`config.mk`:
```
export PLATFORM = sky130hd
export DESIGN_NAME = point_tracker
export DESIGN_NICKNAME = d
export VERILOG_FILES = /design/src/rtl/point_tracker.sv
export SDC_FILE = /design/constraint.sdc
export NUM_CORES = 1
export LEC_CHECK = 0
export ABC_AREA = 1
export BUFFER_PORTS_ARGS = -buffer_cell sky130_fd_sc_hd__buf_2
export CAP_MARGIN = 30
export CORE_ASPECT_RATIO = 1.5
export CORE_MARGIN = 8
export CORE_UTILIZATION = 53
export CTS_CLUSTER_SIZE = 10
export DETAILED_ROUTE_END_ITERATION = 8
export GPL_TIMING_DRIVEN = 1
export MAX_ROUTING_LAYER = met4
export PLACE_DENSITY_LB_ADDON = 0.12
export SLEW_MARGIN = 30
export SYNTH_ARGS = -nofsm -noshare
export SYNTH_HDL_FRONTEND = slang
export SYNTH_SLANG_ARGS = --single-unit
```
`constraint.sdc`:
```
create_clock -name i_clk -period 2.3 [get_ports i_clk]
set_clock_uncertainty 0.05 [all_clocks]
set_input_delay 0.115 -clock i_clk [delete_from_list [all_inputs] [get_ports i_clk]]
set_output_delay 0.115 -clock i_clk [all_outputs]
set_load 0.005 [all_outputs]
```
`src/rtl/point_tracker.sv`:
```
// Purpose : classify each active VGA pixel against a colour threshold, build the
//           bounding box of matching pixels over a frame, report its centre once per frame.
// Latency : EOF pixel sampled on edge N -> o_pointVAL high for the cycle after edge N+1.
// Backpressure: none; the pixel stream is free-running and the point is a one-cycle pulse.
//
// Ports:
//   i_clk, i_rst          pixel clock, synchronous active-high reset
//   i_color/i_h/i_v       pixel colour {R,G,B} (10 bits each) and coordinates
//   i_rendering           pixel is in the visible area
//   o_pointH/o_pointV     reported centre (10'h3FF = no point yet)
//   o_pointVAL            one-cycle pulse when a new point is reported
//   o_count               matching-pixel count of the last completed frame
//
// Optional feature macro: POINT_SMOOTH_EN (average each new centre with the previous point).
module point_tracker #(
    parameter int          FRAME_W    = 640,
    parameter int          FRAME_H    = 480,
    parameter logic [9:0]  R_MAX      = 10'd300,
    parameter logic [9:0]  G_MIN      = 10'd600,
    parameter logic [9:0]  B_MAX      = 10'd300,
    parameter int          MIN_PIXELS = 16
) (
    input  logic        i_clk,
    input  logic        i_rst,
    input  logic [29:0] i_color,
    input  logic [9:0]  i_h,
    input  logic [9:0]  i_v,
    input  logic        i_rendering,
    output logic [9:0]  o_pointH,
    output logic [9:0]  o_pointV,
    output logic        o_pointVAL,
    output logic [18:0] o_count
);

    localparam logic [10:0] W_LIM  = 11'(FRAME_W);
    localparam logic [10:0] H_LIM  = 11'(FRAME_H);
    localparam logic [9:0]  LAST_H = 10'(FRAME_W - 1);
    localparam logic [9:0]  LAST_V = 10'(FRAME_H - 1);
    localparam logic [18:0] MIN_CNT = 19'(MIN_PIXELS);
    localparam logic [9:0]  NO_PT  = 10'h3FF;

    typedef enum logic [1:0] {
        IDLE   = 2'd0,
        SCAN   = 2'd1,
        REPORT = 2'd2
    } state_t;

    state_t      state_q, state_d;
    logic [9:0]  minh_q, minh_d, maxh_q, maxh_d;
    logic [9:0]  minv_q, minv_d, maxv_q, maxv_d;
    logic [18:0] cnt_q, cnt_d;
    logic [9:0]  pointh_q, pointh_d, pointv_q, pointv_d;
    logic        val_q, val_d;
    logic [18:0] count_q, count_d;

    logic [9:0] pix_r, pix_g, pix_b;
    logic       pix_match, sof, eof;

    assign pix_r = i_color[29:20];
    assign pix_g = i_color[19:10];
    assign pix_b = i_color[9:0];

    assign pix_match = i_rendering
                     && ({1'b0, i_h} < W_LIM) && ({1'b0, i_v} < H_LIM)
                     && (pix_r <= R_MAX) && (pix_g >= G_MIN) && (pix_b <= B_MAX);
    assign sof = i_rendering && (i_h == 10'd0) && (i_v == 10'd0);
    assign eof = i_rendering && (i_h == LAST_H) && (i_v == LAST_V);

    // Box centre; sums are 11 bits so max coordinates cannot wrap.
    logic [10:0] cen_h_sum, cen_v_sum;
    logic [9:0]  cen_h, cen_v;
    assign cen_h_sum = {1'b0, minh_q} + {1'b0, maxh_q};
    assign cen_v_sum = {1'b0, minv_q} + {1'b0, maxv_q};
    assign cen_h     = 10'(cen_h_sum >> 1);
    assign cen_v     = 10'(cen_v_sum >> 1);

`ifdef POINT_SMOOTH_EN
    logic [10:0] smo_h_sum, smo_v_sum;
    assign smo_h_sum = {1'b0, pointh_q} + {1'b0, cen_h};
    assign smo_v_sum = {1'b0, pointv_q} + {1'b0, cen_v};
`endif

    // Accumulation base: a SOF (in IDLE or SCAN) starts from an empty box,
    // otherwise the running box continues.
    logic        accumulate;
    logic [9:0]  base_minh, base_maxh, base_minv, base_maxv;
    logic [18:0] base_cnt;

    always_comb begin
        accumulate = ((state_q == IDLE) && sof) || (state_q == SCAN);
        base_minh  = sof ? NO_PT : minh_q;
        base_minv  = sof ? NO_PT : minv_q;
        base_maxh  = sof ? 10'd0 : maxh_q;
        base_maxv  = sof ? 10'd0 : maxv_q;
        base_cnt   = sof ? 19'd0 : cnt_q;
    end

    always_comb begin
        state_d  = state_q;
        minh_d   = minh_q;
        maxh_d   = maxh_q;
        minv_d   = minv_q;
        maxv_d   = maxv_q;
        cnt_d    = cnt_q;
        pointh_d = pointh_q;
        pointv_d = pointv_q;
        val_d    = 1'b0;
        count_d  = count_q;

        if (accumulate) begin
            minh_d = base_minh;
            maxh_d = base_maxh;
            minv_d = base_minv;
            maxv_d = base_maxv;
            cnt_d  = base_cnt;
            if (pix_match) begin
                minh_d = (i_h < base_minh) ? i_h : base_minh;
                maxh_d = (i_h > base_maxh) ? i_h : base_maxh;
                minv_d = (i_v < base_minv) ? i_v : base_minv;
                maxv_d = (i_v > base_maxv) ? i_v : base_maxv;
                cnt_d  = base_cnt + 19'd1;
            end
        end

        case (state_q)
            IDLE: begin
                if (sof) state_d = SCAN;
            end
            SCAN: begin
                if (eof && !sof) state_d = REPORT;
            end
            REPORT: begin
                count_d = cnt_q;
                if (cnt_q >= MIN_CNT) begin
                    val_d    = 1'b1;
                    pointh_d = cen_h;
                    pointv_d = cen_v;
`ifdef POINT_SMOOTH_EN
                    // First point after reset is loaded raw; later ones are averaged.
                    if (pointh_q != NO_PT) begin
                        pointh_d = 10'(smo_h_sum >> 1);
                        pointv_d = 10'(smo_v_sum >> 1);
                    end
`endif
                end
                state_d = IDLE;
            end
            default: state_d = IDLE;
        endcase
    end

    always_ff @(posedge i_clk) begin
        if (i_rst) begin
            state_q  <= IDLE;
            minh_q   <= NO_PT;
            minv_q   <= NO_PT;
            maxh_q   <= 10'd0;
            maxv_q   <= 10'd0;
            cnt_q    <= 19'd0;
            pointh_q <= NO_PT;
            pointv_q <= NO_PT;
            val_q    <= 1'b0;
            count_q  <= 19'd0;
        end else begin
            state_q  <= state_d;
            minh_q   <= minh_d;
            minv_q   <= minv_d;
            maxh_q   <= maxh_d;
            maxv_q   <= maxv_d;
            cnt_q    <= cnt_d;
            pointh_q <= pointh_d;
            pointv_q <= pointv_d;
            val_q    <= val_d;
            count_q  <= count_d;
        end
    end

    assign o_pointH   = pointh_q;
    assign o_pointV   = pointv_q;
    assign o_pointVAL = val_q;
    assign o_count    = count_q;

endmodule

```
==> After elaboration in Yosys (flattened, before gate mapping) <==
Index checks and enable logic that the tools add are counted.
{ "totals": {"inputBits": 53, "word_cells": 67, "regBits": 101, "output_inout_bits": 40} }
{ "op_classes": {"n_eq_ne": 6, "bitwise_logic": 1, "reduce_logical": 19, "n_addsub": 3, "n_lt_le_gt_ge": 10, "mux": 18} }
{ "op_table": {"columns": ["operator", "n"], "rows": [
  ["$mux W10", 12],
  ["$mux W19", 2],
  ["$add A10 B10 Y11", 2],
  ["$gt A10 B10 Y1", 2],
  ["$le A10 B9 Y1 const B", 2],
  ["$logic_not A10 Y1", 2],
  ["$lt A10 B10 Y1", 2],
  ["$add A19 B1 Y19 const B", 1],
  ["$ge A19 B5 Y1 const B", 1],
  ["$logic_and A1 B1 Y1", 11],
  ["$eq A10 B10 Y1 const B", 1],
  ["$eq A10 B9 Y1 const B", 1],
  ["$ge A10 B10 Y1 const B", 1],
  ["$lt A10 B10 Y1 const B", 1],
  ["$lt A10 B9 Y1 const B", 1],
  ["$mux W2", 2],
  ["$pmux W2 S2", 1],
  ["$reduce_and A2 Y1", 2],
  ["$eq A2 B1 Y1 const B", 1],
  ["$eq A2 B2 Y1 const B", 1],
  ["$logic_not A2 Y1", 1],
  ["$ne A2 B1 Y1 const B", 1],
  ["$ne A2 B2 Y1 const B", 1],
  ["$reduce_or A2 Y1", 1],
  ["other kinds (4)", 4]
]} }

==> Depth between registers and ports, before layout <==
{ "logic_depth": {"ltp_word": 7, "mapped_depth": 20, "ltp_nobuf": 18} }

==> Worst setup path before layout <==
OpenSTA, ideal clock, no wires.
{ "synth_timing": {"kind": "input to register", "from": "in i_v[8]", "to": "reg minv_q[9]", "setup_ns": 0.134, "path_slack_ns": -0.124, "path_buffers": 2, "path_stages": 17, "t_required_ns": 2.116, "arrival_ns": 2.240, "path_cell_list": "inv_2 -> nand3_1 -> nor2_2 -> nand3_4 -> buf_4 -> buf_2 -> nand2_1 -> inv_1 -> ha_1 -> a21oi_1 -> o21ai_0 -> nand4_1 -> nand2_1 -> nor3_4 -> nand2_4 -> nand3_1 -> nand3_1"} }
{ "synth_between": {"elab_chain_len": 6, "word_cells_on_any_way": 13, "cone_classes": "2 x order compare; 3 x mux; 8 x reduce/logical"} }
{ "synth_lines": {"columns": ["element", "line", "source"], "rows": [
  ["from (decl)", "27", "input logic [9:0] i_v,"],
  ["$logic_not A10 Y1 / $lt A10 B9 Y1 (equally long branches)", "66, 64", null],
  ["$logic_and A1 B1 Y1 (on tied branches)", "66, 64", null],
  ["$mux W10 / $logic_and A1 B1 Y1 (equally long branches)", "92, 65", null],
  ["$lt A10 B10 Y1 / $logic_and A1 B1 Y1 (equally long branches)", "119, 65", null],
  ["$mux W10 / $logic_and A1 B1 Y1 (equally long branches)", "119, 65", null],
  ["$mux W10", "116", "if (pix_match) begin"],
  ["to (signal assigned)", "167", "minv_q <= minv_d;"],
  ["to (decl)", "50", "logic [9:0] minv_q, minv_d, maxv_q, maxv_d;"]
]} }
Parallel ways exist; a longest one is shown, timed or not.
A chain may end at the register's enable or synchronous reset.

==> Final worst setup path <==
{ "layout_timing": {"from": "in i_v[5]", "to": "reg minh_q[7]"} }
{ "layout_between": {"elab_chain_len": 6, "word_cells_on_any_way": 13, "cone_classes": "2 x order compare; 3 x mux; 8 x reduce/logical"} }
{ "layout_lines": {"columns": ["element", "line", "source"], "rows": [
  ["$logic_not A10 Y1 / $lt A10 B9 Y1 (equally long branches)", "66, 64", null],
  ["$logic_and A1 B1 Y1 (on tied branches)", "66, 64", null],
  ["$mux W10 / $logic_and A1 B1 Y1 (equally long branches)", "91, 65", null],
  ["$lt A10 B10 Y1 / $logic_and A1 B1 Y1 (equally long branches)", "117, 65", null],
  ["$mux W10 / $logic_and A1 B1 Y1 (equally long branches)", "117, 65", null],
  ["$mux W10", "116", null],
  ["to (signal assigned)", "166", "minh_q <= minh_d;"],
  ["to (decl)", "49", "logic [9:0] minh_q, minh_d, maxh_q, maxh_d;"]
]} }
Parallel ways exist; a longest one is shown, timed or not.

==> results.cfg <==
[outcome]
status = finished with violations
failed_checks = setup timing

[yosys]
syn-num-nets = 1177
ys_seq_area_share_pct = 29.3
yosys.area.top_type = dfxtp_1
synth_ff_type = dfxtp_1
synth_common_cells = nand2_1 (251), inv_1 (153), nand3_1 (108)
yosysTopAreaCellShare_pct = 29.3
ys_async_sr_fraction_pct = 0
ys_seq_elements = 101
synth.top_cells.by_area = dfxtp_1 (29%), nand2_1 (14%), ha_1 (10%)
synth.avg_cell_area_um2 = 6.49
synth_edf_count = 0
syn_area_um2 = 6910
yosysMostFrequentCell = nand2_1
yosys_warnings = 0
synth_cell_types = 45
netlist_instances = 1065

[timing]
period_share_pct = 103
setup_violations = 13
slew_violations = 0
worst_slack_ps = -77.0
max_freq_mhz = 421
worst_pin_slew_ps = 422
fin_hold_ws_ps = 83.8
max_slew_margin_pct = 71.8
rsz0062_at_grt = yes
finalCriticalPeriod_ps = 2380
setup_tns_ps = -508
finalHoldViolations = 0

[floorplanning]
die_w_um = 109
initial_utilization_pct = 53.6
core-area_um2 = 12900
num_rows = 51
pin_count = 93
die_y_um = 156
die-area_um2 = 17000

[placed_design]
port_buffers = 89
placed_area_um2 = 8070
place.detailed.hpwl_um = 17100
dp_cells = 1356
place.gp.congestion = 0.965

[pwr]
p_seq_share_pct = 47.2
leakage_uw = 0.00465
p_int_uw = 2780
p_comb_share_pct = 8.9
p_clk_share_pct = 43.9
power.density_nw_per_um2 = 407
switchingPower_uw = 920
switching_share_pct = 24.9
vdd_ir_drop_max_mv = 0.311

[route]
drtIter0Drc = 507
drt_pass1_iterations = 5
ant_nets = 0
wl_per_cell_um = 16.7
vias = 7622
drt-total-wl_um = 23300
viasPerCell = 5.46
drcViolationCount = 0

[cells_and_area]
final_layout_size_suffix_gt1_share_pct = 25.5
design_area_um2 = 9100
num-nets-final = 1344
antennaDiodeCount = 0
syn2layout_area_growth_pct = 31.6
finalNonFillerCells = 1396

[global_route]
grt_pass1_wl_um = 33900
overflow = 0
grt.total_usage_pct = 26.0
antenna_found_initial = 0
grt_max_degree = 63
grt_pass1_vias = 7019

[cts]
clock_sink_count = 101
cts.path.max_buffers = 2
h-tree-depth = 3
clk_pin_slew_ps = 80
cts_tree = done
cts_buffers = 9
cts-root-buf = clkbuf_16
cts_hold_buf = 0
clkLatencyLatePin_ps = 350

[setup_path]
worstSetupPathType = input port to flip-flop
crit_fanout = 7
cp.arrival_ps = 2630
endpoint_kind = flip-flop
crit_path_start_kind = input port
worstPathRequired_ps = 2550

[worst_hold_path]
hold_class = input port to flip-flop

[flow_run]
timing.max_cap.violations = 0
## layer usage
metal	global-route usage (%)	share of wire [%]	wire length (um)	vias to the layer above
met4	19.3	7.5	1740	0
met3	2.81	3.9	904	103
li1	-	-	-	3812
met2	47.6	54	12600	285
met5	-	0	0	-
met1	24.1	35	8050	3422
## cells by family after synthesis
group	after synthesis	share of synthesized area (%)
AO/OA/AOI/OAI	194	15.2
buffers and inverters	202	11.4
flip-flops	101	29.3
AND/OR/NAND/NOR	503	32.4
XOR/XNOR	6	0.761
adder cells (fa/ha/maj)	59	10.9
## area by class of cell
class                   instances  area (um2)
clock buffers                  12         246
clock inverters                 4        55.1
repair inverters                1        8.76
fillers                      1135        3790
flip-flops and latches        101        2020
well taps                     159         199
multi-input cells             762        4500
inverters                     164         633
repair buffers                193        1430
## power groups by stage
| stage | Sequential, uW | Combinational [uW] | Clock (uW) |
|---|---|---|---|
| 2_1_floorplan | 1790 | 124 | 0 |
| 3_3_place_gp | 1790 | 278 | 0 |
| 3_5_place_dp | 1790 | 281 | 0 |
| 4_1_cts | 1750 | 283 | 1610 |
| 5_1_grt | 1750 | 361 | 1680 |
| 6_report | 1750 | 330 | 1620 |
## critical path, stage by stage
cell and delay [ps]:
buf_6 100, nor2_4 100, nand3_2 100, nor2_4 180
nand3_4 170, buf_6 190, nand2_1 60, inv_1 110
ha_4 250, a21oi_1 160, o21a_1 150, o211ai_1 120
nor2_2 250, nand2_2 150, buf_12 180, nand2_4 50
nand3_2 90, nand2_1 90
## stage by stage
| step | total power, uW | utilization, % | setup slack (ps) |
|---|---|---|---|
| floorplan | 1910 | - | -8.46 |
| global placement | 2070 | 62.6 | -406 |
| detailed placement | 2070 | 62.6 | -439 |
| CTS | 3640 | 65.2 | 11.0 |
| global route | 3790 | 70.6 | -156 |
| finish | 3700 | 70.6 | -77.0 |
## worst paths after layout
kind,cells past startpoint,slack (ps),start,end
setup / recovery,18,-80,i_v[5],minh_q[7]
hold reg to reg,2,420,o_pointH[1],o_pointH[1]
hold / removal,4,80,i_v[0],maxv_q[0]
setup reg to reg,13,40,maxv_q[8],maxv_q[5]
## state kept, by name (all words and copies together), names as in the netlist
name / flops
o_pointVAL: 1
o_count: 19
o_pointH: 10
cnt_q: 19
maxv_q: 10
minh_q: 10
minv_q: 10
maxh_q: 10
o_pointV: 10
state_q: 2
## placed cells by master, fill, tap and decap left out, types with 18 or more instances in the layout
cell type	synthesis	layout
nand3_1	108	90
o21ai_0	81	74
nand3_2	1	18
inv_1	153	144
nand2_1	251	225
buf_2	11	83
nand4_1	20	20
a21oi_1	79	76
ha_1	57	46
buf_4	2	83
nor2_1	88	82
dfxtp_1	101	101
## repair_timing
item,in CTS,in global routing
resized for setup,1,117
gates cloned,0,6
endpoints found under the setup margin,10,36
pin swaps,1,36
setup buffers,3,16
Note: power is estimated with default switching activity, not from simulation.
